$ cat src/rtl/beta_pkg.sv
// Shared types and constants for the Beta fetch-side instruction cache.
// The geometry localparams describe the default 16-line, 4-word configuration.
package beta_pkg;

    typedef enum logic [0:0] {
        IDLE = 1'b0,
        FILL = 1'b1
    } icache_state_t;

    localparam logic [31:0] RESET = 32'h0000_0000;
    localparam logic [31:0] ILLOP = 32'h0000_0004;
    localparam logic [31:0] XADR  = 32'h0000_0008;

    localparam int DEF_LINES = 16;
    localparam int DEF_WORDS = 4;
    localparam int OFF       = $clog2(DEF_WORDS);
    localparam int IDX       = $clog2(DEF_LINES);
    localparam int TAGW      = 32 - OFF - IDX - 2;

endpackage

$ cat src/rtl/beta_icache_array.sv
// Tag, valid and data storage for the direct-mapped instruction cache.
// Reads are combinational; only the valid bits carry a reset.
module beta_icache_array
    import beta_pkg::*;
#(
    parameter int LINES = DEF_LINES,
    parameter int WORDS = DEF_WORDS,
    parameter int OFFW  = OFF,
    parameter int IDXW  = IDX,
    parameter int TAGB  = TAGW
) (
    input  logic            clk,
    input  logic            rst_n,
    input  logic [IDXW-1:0] rd_idx,
    input  logic [OFFW-1:0] rd_off,
    output logic [31:0]     rd_data,
    output logic [TAGB-1:0] rd_tag,
    output logic            rd_valid,
    input  logic            wr_en,
    input  logic [IDXW-1:0] wr_idx,
    input  logic [OFFW-1:0] wr_off,
    input  logic [31:0]     wr_data,
    input  logic            tv_we,
    input  logic [IDXW-1:0] tv_idx,
    input  logic [TAGB-1:0] tv_tag,
    input  logic            tv_valid,
    input  logic            inv_all
);

    logic [31:0]     data_r [LINES][WORDS];
    logic [TAGB-1:0] tag_r  [LINES];
    logic [LINES-1:0] valid_r;

    // Per-word fill write
    always_ff @(posedge clk) begin
        if (wr_en) begin
            data_r[wr_idx][wr_off] <= wr_data;
        end
    end

    // Tag write, shared by fill start and fill completion
    always_ff @(posedge clk) begin
        if (tv_we) begin
            tag_r[tv_idx] <= tv_tag;
        end
    end

    // Valid bits; a global invalidate beats any single-line write in the same cycle
    always_ff @(posedge clk or negedge rst_n) begin
        if (!rst_n) begin
            valid_r <= {LINES{1'b0}};
        end else if (inv_all) begin
            valid_r <= {LINES{1'b0}};
        end else if (tv_we) begin
            valid_r[tv_idx] <= tv_valid;
        end
    end

    // Combinational lookup port
    always_comb begin
        rd_data  = data_r[rd_idx][rd_off];
        rd_tag   = tag_r[rd_idx];
        rd_valid = valid_r[rd_idx];
    end

endmodule

$ cat src/rtl/beta_icache.sv
// Direct-mapped instruction cache: same-cycle hits, stall on miss, and a
// line refill over a request/beat memory handshake.
module beta_icache
    import beta_pkg::*;
#(
    parameter int LINES = DEF_LINES,
    parameter int WORDS = DEF_WORDS
) (
    input  logic        clk,
    input  logic        rst_n,
    input  logic [31:0] iAddress,
    output logic [31:0] iData,
    output logic        stall,
    input  logic        flush,
    output logic        mem_req,
    output logic [31:0] mem_addr,
    input  logic        mem_rvalid,
    input  logic [31:0] mem_rdata
);

    localparam int OFF_B = $clog2(WORDS);
    localparam int IDX_B = $clog2(LINES);
    localparam int LO_B  = OFF_B + 2;
    localparam int TAG_B = 32 - LO_B - IDX_B;

    icache_state_t    state_r;
    logic [OFF_B-1:0] beat_r;
    logic             discard_r;
    logic [IDX_B-1:0] idx_r;
    logic [TAG_B-1:0] ltag_r;

    logic [OFF_B-1:0] addr_off_s;
    logic [IDX_B-1:0] addr_idx_s;
    logic [TAG_B-1:0] addr_tag_s;
    logic [31:0]      rd_data_s;
    logic [TAG_B-1:0] rd_tag_s;
    logic             rd_valid_s;
    logic             hit_s;
    logic             miss_go_s;
    logic             wr_en_s;
    logic             last_s;
    logic             tv_we_s;
    logic [IDX_B-1:0] tv_idx_s;
    logic [TAG_B-1:0] tv_tag_s;
    logic             tv_valid_s;
    logic             unused_s;

    // Address split and hit detection
    always_comb begin
        addr_off_s = iAddress[LO_B-1:2];
        addr_idx_s = iAddress[LO_B+IDX_B-1:LO_B];
        addr_tag_s = iAddress[31:LO_B+IDX_B];
        hit_s      = rd_valid_s && (rd_tag_s == addr_tag_s);
        unused_s   = ^iAddress[1:0];
    end

    // Fetch-side outputs answer in the same cycle as the lookup
    always_comb begin
        iData = rd_data_s;
        stall = (state_r != IDLE) || !hit_s;
    end

    // Array write control: clear the valid bit when a fill starts, set it on the last beat
    always_comb begin
        miss_go_s  = (state_r == IDLE) && !hit_s && !flush;
        wr_en_s    = (state_r == FILL) && mem_rvalid;
        last_s     = wr_en_s && (beat_r == OFF_B'(WORDS - 1));
        tv_idx_s   = addr_idx_s;
        tv_tag_s   = addr_tag_s;
        tv_valid_s = 1'b0;
        if (miss_go_s) begin
            tv_we_s = 1'b1;
        end else if (last_s) begin
            tv_we_s    = 1'b1;
            tv_idx_s   = idx_r;
            tv_tag_s   = ltag_r;
            tv_valid_s = !discard_r;
        end else begin
            tv_we_s = 1'b0;
        end
    end

    // Refill FSM with beat counter, discard flag and memory-side registers
    always_ff @(posedge clk or negedge rst_n) begin
        if (!rst_n) begin
            state_r   <= IDLE;
            beat_r    <= {OFF_B{1'b0}};
            discard_r <= 1'b0;
            idx_r     <= {IDX_B{1'b0}};
            ltag_r    <= {TAG_B{1'b0}};
            mem_req   <= 1'b0;
            mem_addr  <= RESET;
        end else begin
            case (state_r)
                IDLE: begin
                    if (miss_go_s) begin
                        state_r   <= FILL;
                        idx_r     <= addr_idx_s;
                        ltag_r    <= addr_tag_s;
                        beat_r    <= {OFF_B{1'b0}};
                        discard_r <= 1'b0;
                        mem_req   <= 1'b1;
                        mem_addr  <= {iAddress[31:LO_B], {LO_B{1'b0}}};
                    end
                end
                FILL: begin
                    // A flush mid-fill lets the burst drain but keeps the line invalid
                    if (flush) begin
                        discard_r <= 1'b1;
                    end
                    if (wr_en_s) begin
                        beat_r <= beat_r + OFF_B'(1);
                        if (last_s) begin
                            state_r <= IDLE;
                            mem_req <= 1'b0;
                        end
                    end
                end
                default: begin
                    state_r <= IDLE;
                    mem_req <= 1'b0;
                end
            endcase
        end
    end

    beta_icache_array #(
        .LINES (LINES),
        .WORDS (WORDS),
        .OFFW  (OFF_B),
        .IDXW  (IDX_B),
        .TAGB  (TAG_B)
    ) u_array (
        .clk      (clk),
        .rst_n    (rst_n),
        .rd_idx   (addr_idx_s),
        .rd_off   (addr_off_s),
        .rd_data  (rd_data_s),
        .rd_tag   (rd_tag_s),
        .rd_valid (rd_valid_s),
        .wr_en    (wr_en_s),
        .wr_idx   (idx_r),
        .wr_off   (beat_r),
        .wr_data  (mem_rdata),
        .tv_we    (tv_we_s),
        .tv_idx   (tv_idx_s),
        .tv_tag   (tv_tag_s),
        .tv_valid (tv_valid_s),
        .inv_all  (flush)
    );

endmodule

$ cat config.mk
export PLATFORM = sky130hd
export DESIGN_NAME = beta_icache
export DESIGN_NICKNAME = d
export VERILOG_FILES = /design/src/rtl/beta_pkg.sv /design/src/rtl/beta_icache_array.sv /design/src/rtl/beta_icache.sv
export SDC_FILE = /design/constraint.sdc
export NUM_CORES = 2
export LEC_CHECK = 0
export ABC_CLOCK_PERIOD_IN_PS = 6900
export CORE_MARGIN = 5
export CORE_UTILIZATION = 35
export CTS_CLUSTER_SIZE = 24
export DETAILED_ROUTE_END_ITERATION = 8
export GPL_TIMING_DRIVEN = 0
export HOLD_SLACK_MARGIN = 0.05
export PLACE_DENSITY = 0.57
export SLEW_MARGIN = 10
export SYNTH_ARGS = -nofsm -noshare
export SYNTH_HDL_FRONTEND = slang
export SYNTH_SLANG_ARGS = --single-unit
$ cat constraint.sdc
create_clock -name clk -period 6.9 [get_ports clk]
set_input_delay 0.69 -clock clk [delete_from_list [all_inputs] [get_ports clk]]
set_output_delay 0.69 -clock clk [all_outputs]
set_load 0.01 [all_outputs]
==> impl_metrics.json <==
{
  "status": "finished, violations left",
  "violations": "setup timing",
  "grt_pass1_wl_um": 373000,
  "rows": 192,
  "fin_skew_ns": 0.0855,
  "slowest_stage": "a31oi_1",
  "antenna_found_initial": 12,
  "grtUsageTotal_pct": 18.5,
  "cts.sinks": 2481,
  "ir_drop_uv": 264,
  "power_density_nw_per_um2": 296,
  "grt_max_degree": 61,
  "gp_congestion": 0.819,
  "hold_ws_ns": 0.168,
  "min_path_type": "primary input to flip-flop",
  "synth_ff_type": "edfxtp_1",
  "synth_compound_area_share_pct": 1.01,
  "ys_warn_count": 0,
  "cp_max_fo": 10,
  "clock-root-buffer": "clkbuf_16",
  "synth-simple-area-share_pct": 1.38,
  "die_w_um": 533,
  "clockBufferDepth": 3,
  "drive_above_1_share_pct": 30.7,
  "final_area_sq_um": 112000,
  "max_slew_margin_pct": 8.53,
  "report.final.slew_viol_count": 0,
  "netlist-cell-type-count": 53,
  "syn_area_sq_um": 95700,
  "final_cells": 8356,
  "worst_pin_slew_ns": 1.36,
  "ant_nets": 0,
  "numCtsBuffers": 237,
  "worstSetupStartpointType": "primary input",
  "fmax_ghz": 0.143,
  "place_worst_setup_slack_ns": -0.882,
  "wl_per_cell_um": 31.9,
  "netlist_instances": 4041,
  "muxShareOfSynthArea_pct": 18.6,
  "htree_levels": 4,
  "clkLatencyLatePin_ns": 0.87,
  "routed_wl_um": 266000,
  "hold_violations": 0,
  "initial_core_util_pct": 35.1,
  "worst_slack_ns": -0.105,
  "dr.pass1.iters": 6,
  "drv_cap": 0,
  "synth.avg_cell_area_sq_um": 23.7,
  "synth_top_family_by_area": "multiplexers",
  "path_cells": "clkdlybuf4s50_1, buf_2, buf_2, buf_4, buf_4, buf_4, clkdlybuf4s15_2, mux4_2, a211oi_1, a31oi_1, clkdlybuf4s50_1",
  "cpPeakStageDelay_ns": 0.84,
  "rsz0062_at_grt": "false",
  "drtIter0Drc": 5493,
  "p_leak_uw": 0.0351,
  "drcViolationCount": 0,
  "critical_path_class": "primary input to primary output",
  "place_area_sq_um": 105000,
  "grt-ovfl-total": 0,
  "synth-edff-count": 2432,
  "fin_crit_sh_pct": 102,
  "synthAdderAreaFrac_pct": 0.0523,
  "grt_pass1_vias": 46972,
  "syn2layout_area_growth_pct": 17.5,
  "die_h_um": 533,
  "setup_viol": 1,
  "synth-async-reset-ratio_pct": 1.98,
  "dp_cells": 7912,
  "tritoncts": "yes",
  "via_count": 46197,
  "final_core_util_pct": 41.2,
  "dp_hpwl_um": 176000,
  "crit_top_cell": "buf_4",
  "coreArea_sq_um": 273000,
  "ys_ff_latch": 2481,
  "fin_nets": 4634,
  "vias_per_cell": 5.53,
  "worstPathRequired_ns": 6.21,
  "final_common_cell": "edfxtp_1",
  "cp-end-kind": "primary output",
  "clkTransAtPathRegs_ns": 0.06,
  "io_pins": 134,
  "synthXorXnorAreaFrac_pct": 0.302,
  "cp_data_arrival_time_ns": 6.31,
  "port_buffers": 122,
  "fin_crit_ns": 7.00,
  "final_cell_mix": "edfxtp_1, mux4_2, clkbuf_16",
  "dieArea_sq_um": 284000,
  "ys_seq_area_share_pct": 77.6
}
cell usage after synthesis (all sizes together) (7+ instances only):
| master | instances | area share, % |
|---|---|---|
| inv | 7 | 0.027 |
| a31oi | 11 | 0.072 |
| dfrtp | 49 | 1.3 |
| nor3 | 11 | 0.063 |
| xor2 | 19 | 0.17 |
| nand2b | 7 | 0.046 |
| buf | 130 | 0.72 |
| mux2 | 33 | 0.50 |
| nor2b | 14 | 0.091 |
| nand3 | 22 | 0.12 |
| and3 | 9 | 0.059 |
| xnor2 | 14 | 0.13 |
| edfxtp | 2432 | 76 |
| a21o | 8 | 0.063 |
| clkbuf | 89 | 0.35 |
| nor2 | 84 | 0.33 |
| a22oi | 23 | 0.18 |
| mux4 | 725 | 17 |
| a22o | 13 | 0.12 |
| a211oi | 7 | 0.055 |
| o21ai | 13 | 0.068 |
| nand2 | 143 | 0.56 |
| a21oi | 24 | 0.13 |
| mux2i | 99 | 1.0 |
| a221oi | 8 | 0.073 |
state kept, by name, summed over array words and instances, names as in the netlist, 2 cells and up:
name / cells
u_array.tag_r: 384
u_array.data_r: 2048
u_array.valid_r: 16
beat_r: 2
ltag_r: 23
idx_r: 3
mem_addr: 2
power by group:
group          total [uW]  internal [uW]  switching, uW
Clock               12700           7050           5610
Combinational        3250           1230           2020
Sequential          17400          17200            181
Total               33300          25500           7810
through the flow:
step	power (uW)	TNS, ns
after floorplan	19200	0
after global placement	20700	-859.28
after detailed placement	20900	-12.40
after CTS	33500	0
after global routing	34300	0
final	33300	-0.105
per-layer routing:
metal  vias to the layer above  routed length, um  global-route usage [%]
met5                         -                 13                       0
met3                       354              18700                    3.56
met1                     25566             109000                    25.2
li1                      18367                  -                       -
met4                         2               6750                    4.59
met2                      1908             132000                    30.7
kinds of logic (layout without fill, tap and decap cells):
family                     Yosys count  in the layout
DFF                               2481           2481
xor gates and xnor gates            33             33
adders and majority gates            4              4
other                                1             12
and+or+nand+nor                    306            306
buffers and inverters              226            941
muxes                              857            857
AOI/OAI and AO/OA                  133            133
timing repair:
| action | CTS | global route |
|---|---|---|
| gates resized for setup | 12 | 3 |
| hold endpoints to repair | 17 | 0 |
| pin swaps | 0 | 0 |
| setup buffers | 0 | 0 |
| setup endpoints to repair | 28 | 3 |
| hold buffers | 1 | 0 |
cell type report:
| class | instances | area (sq um) |
|---|---|---|
| fillers | 23505 | 160000 |
| clock inverters | 123 | 1150 |
| multi-input cells | 1337 | 21000 |
| flip-flops and latches | 2481 | 74300 |
| diodes | 8 | 20.0 |
| repair buffers | 281 | 4060 |
| inverters | 7 | 26.3 |
| well taps | 3589 | 4490 |
| plain buffers | 217 | 1070 |
| clock buffers | 313 | 6340 |
path summary, 6_finish.rpt:
path | cells past startpoint | slack (ns) | end | from
max in group asynchronous | 3 | 6.02 | ltag_r[10] | rst_n
worst max-delay path | 11 | -0.10 | iData[11] | iAddress[6]
min in group asynchronous | 2 | 0.31 | ltag_r[18] | rst_n
worst min-delay path | 1 | 0.17 | u_array.data_r[2][127] | mem_rdata[31]
worst min register to register | 2 | 0.53 | mem_req | mem_req
worst max register to register | 12 | 2.68 | u_array.tag_r[13][19] | u_array.tag_r[15][15]
critical path, delay by kind of cell:
kind	cells	cell delay (ns)
AOI/OAI and AO/OA	2	0.99
muxes	1	0.32
buffers and inverters	8	4.21
(Power assumes the default switching activity.)
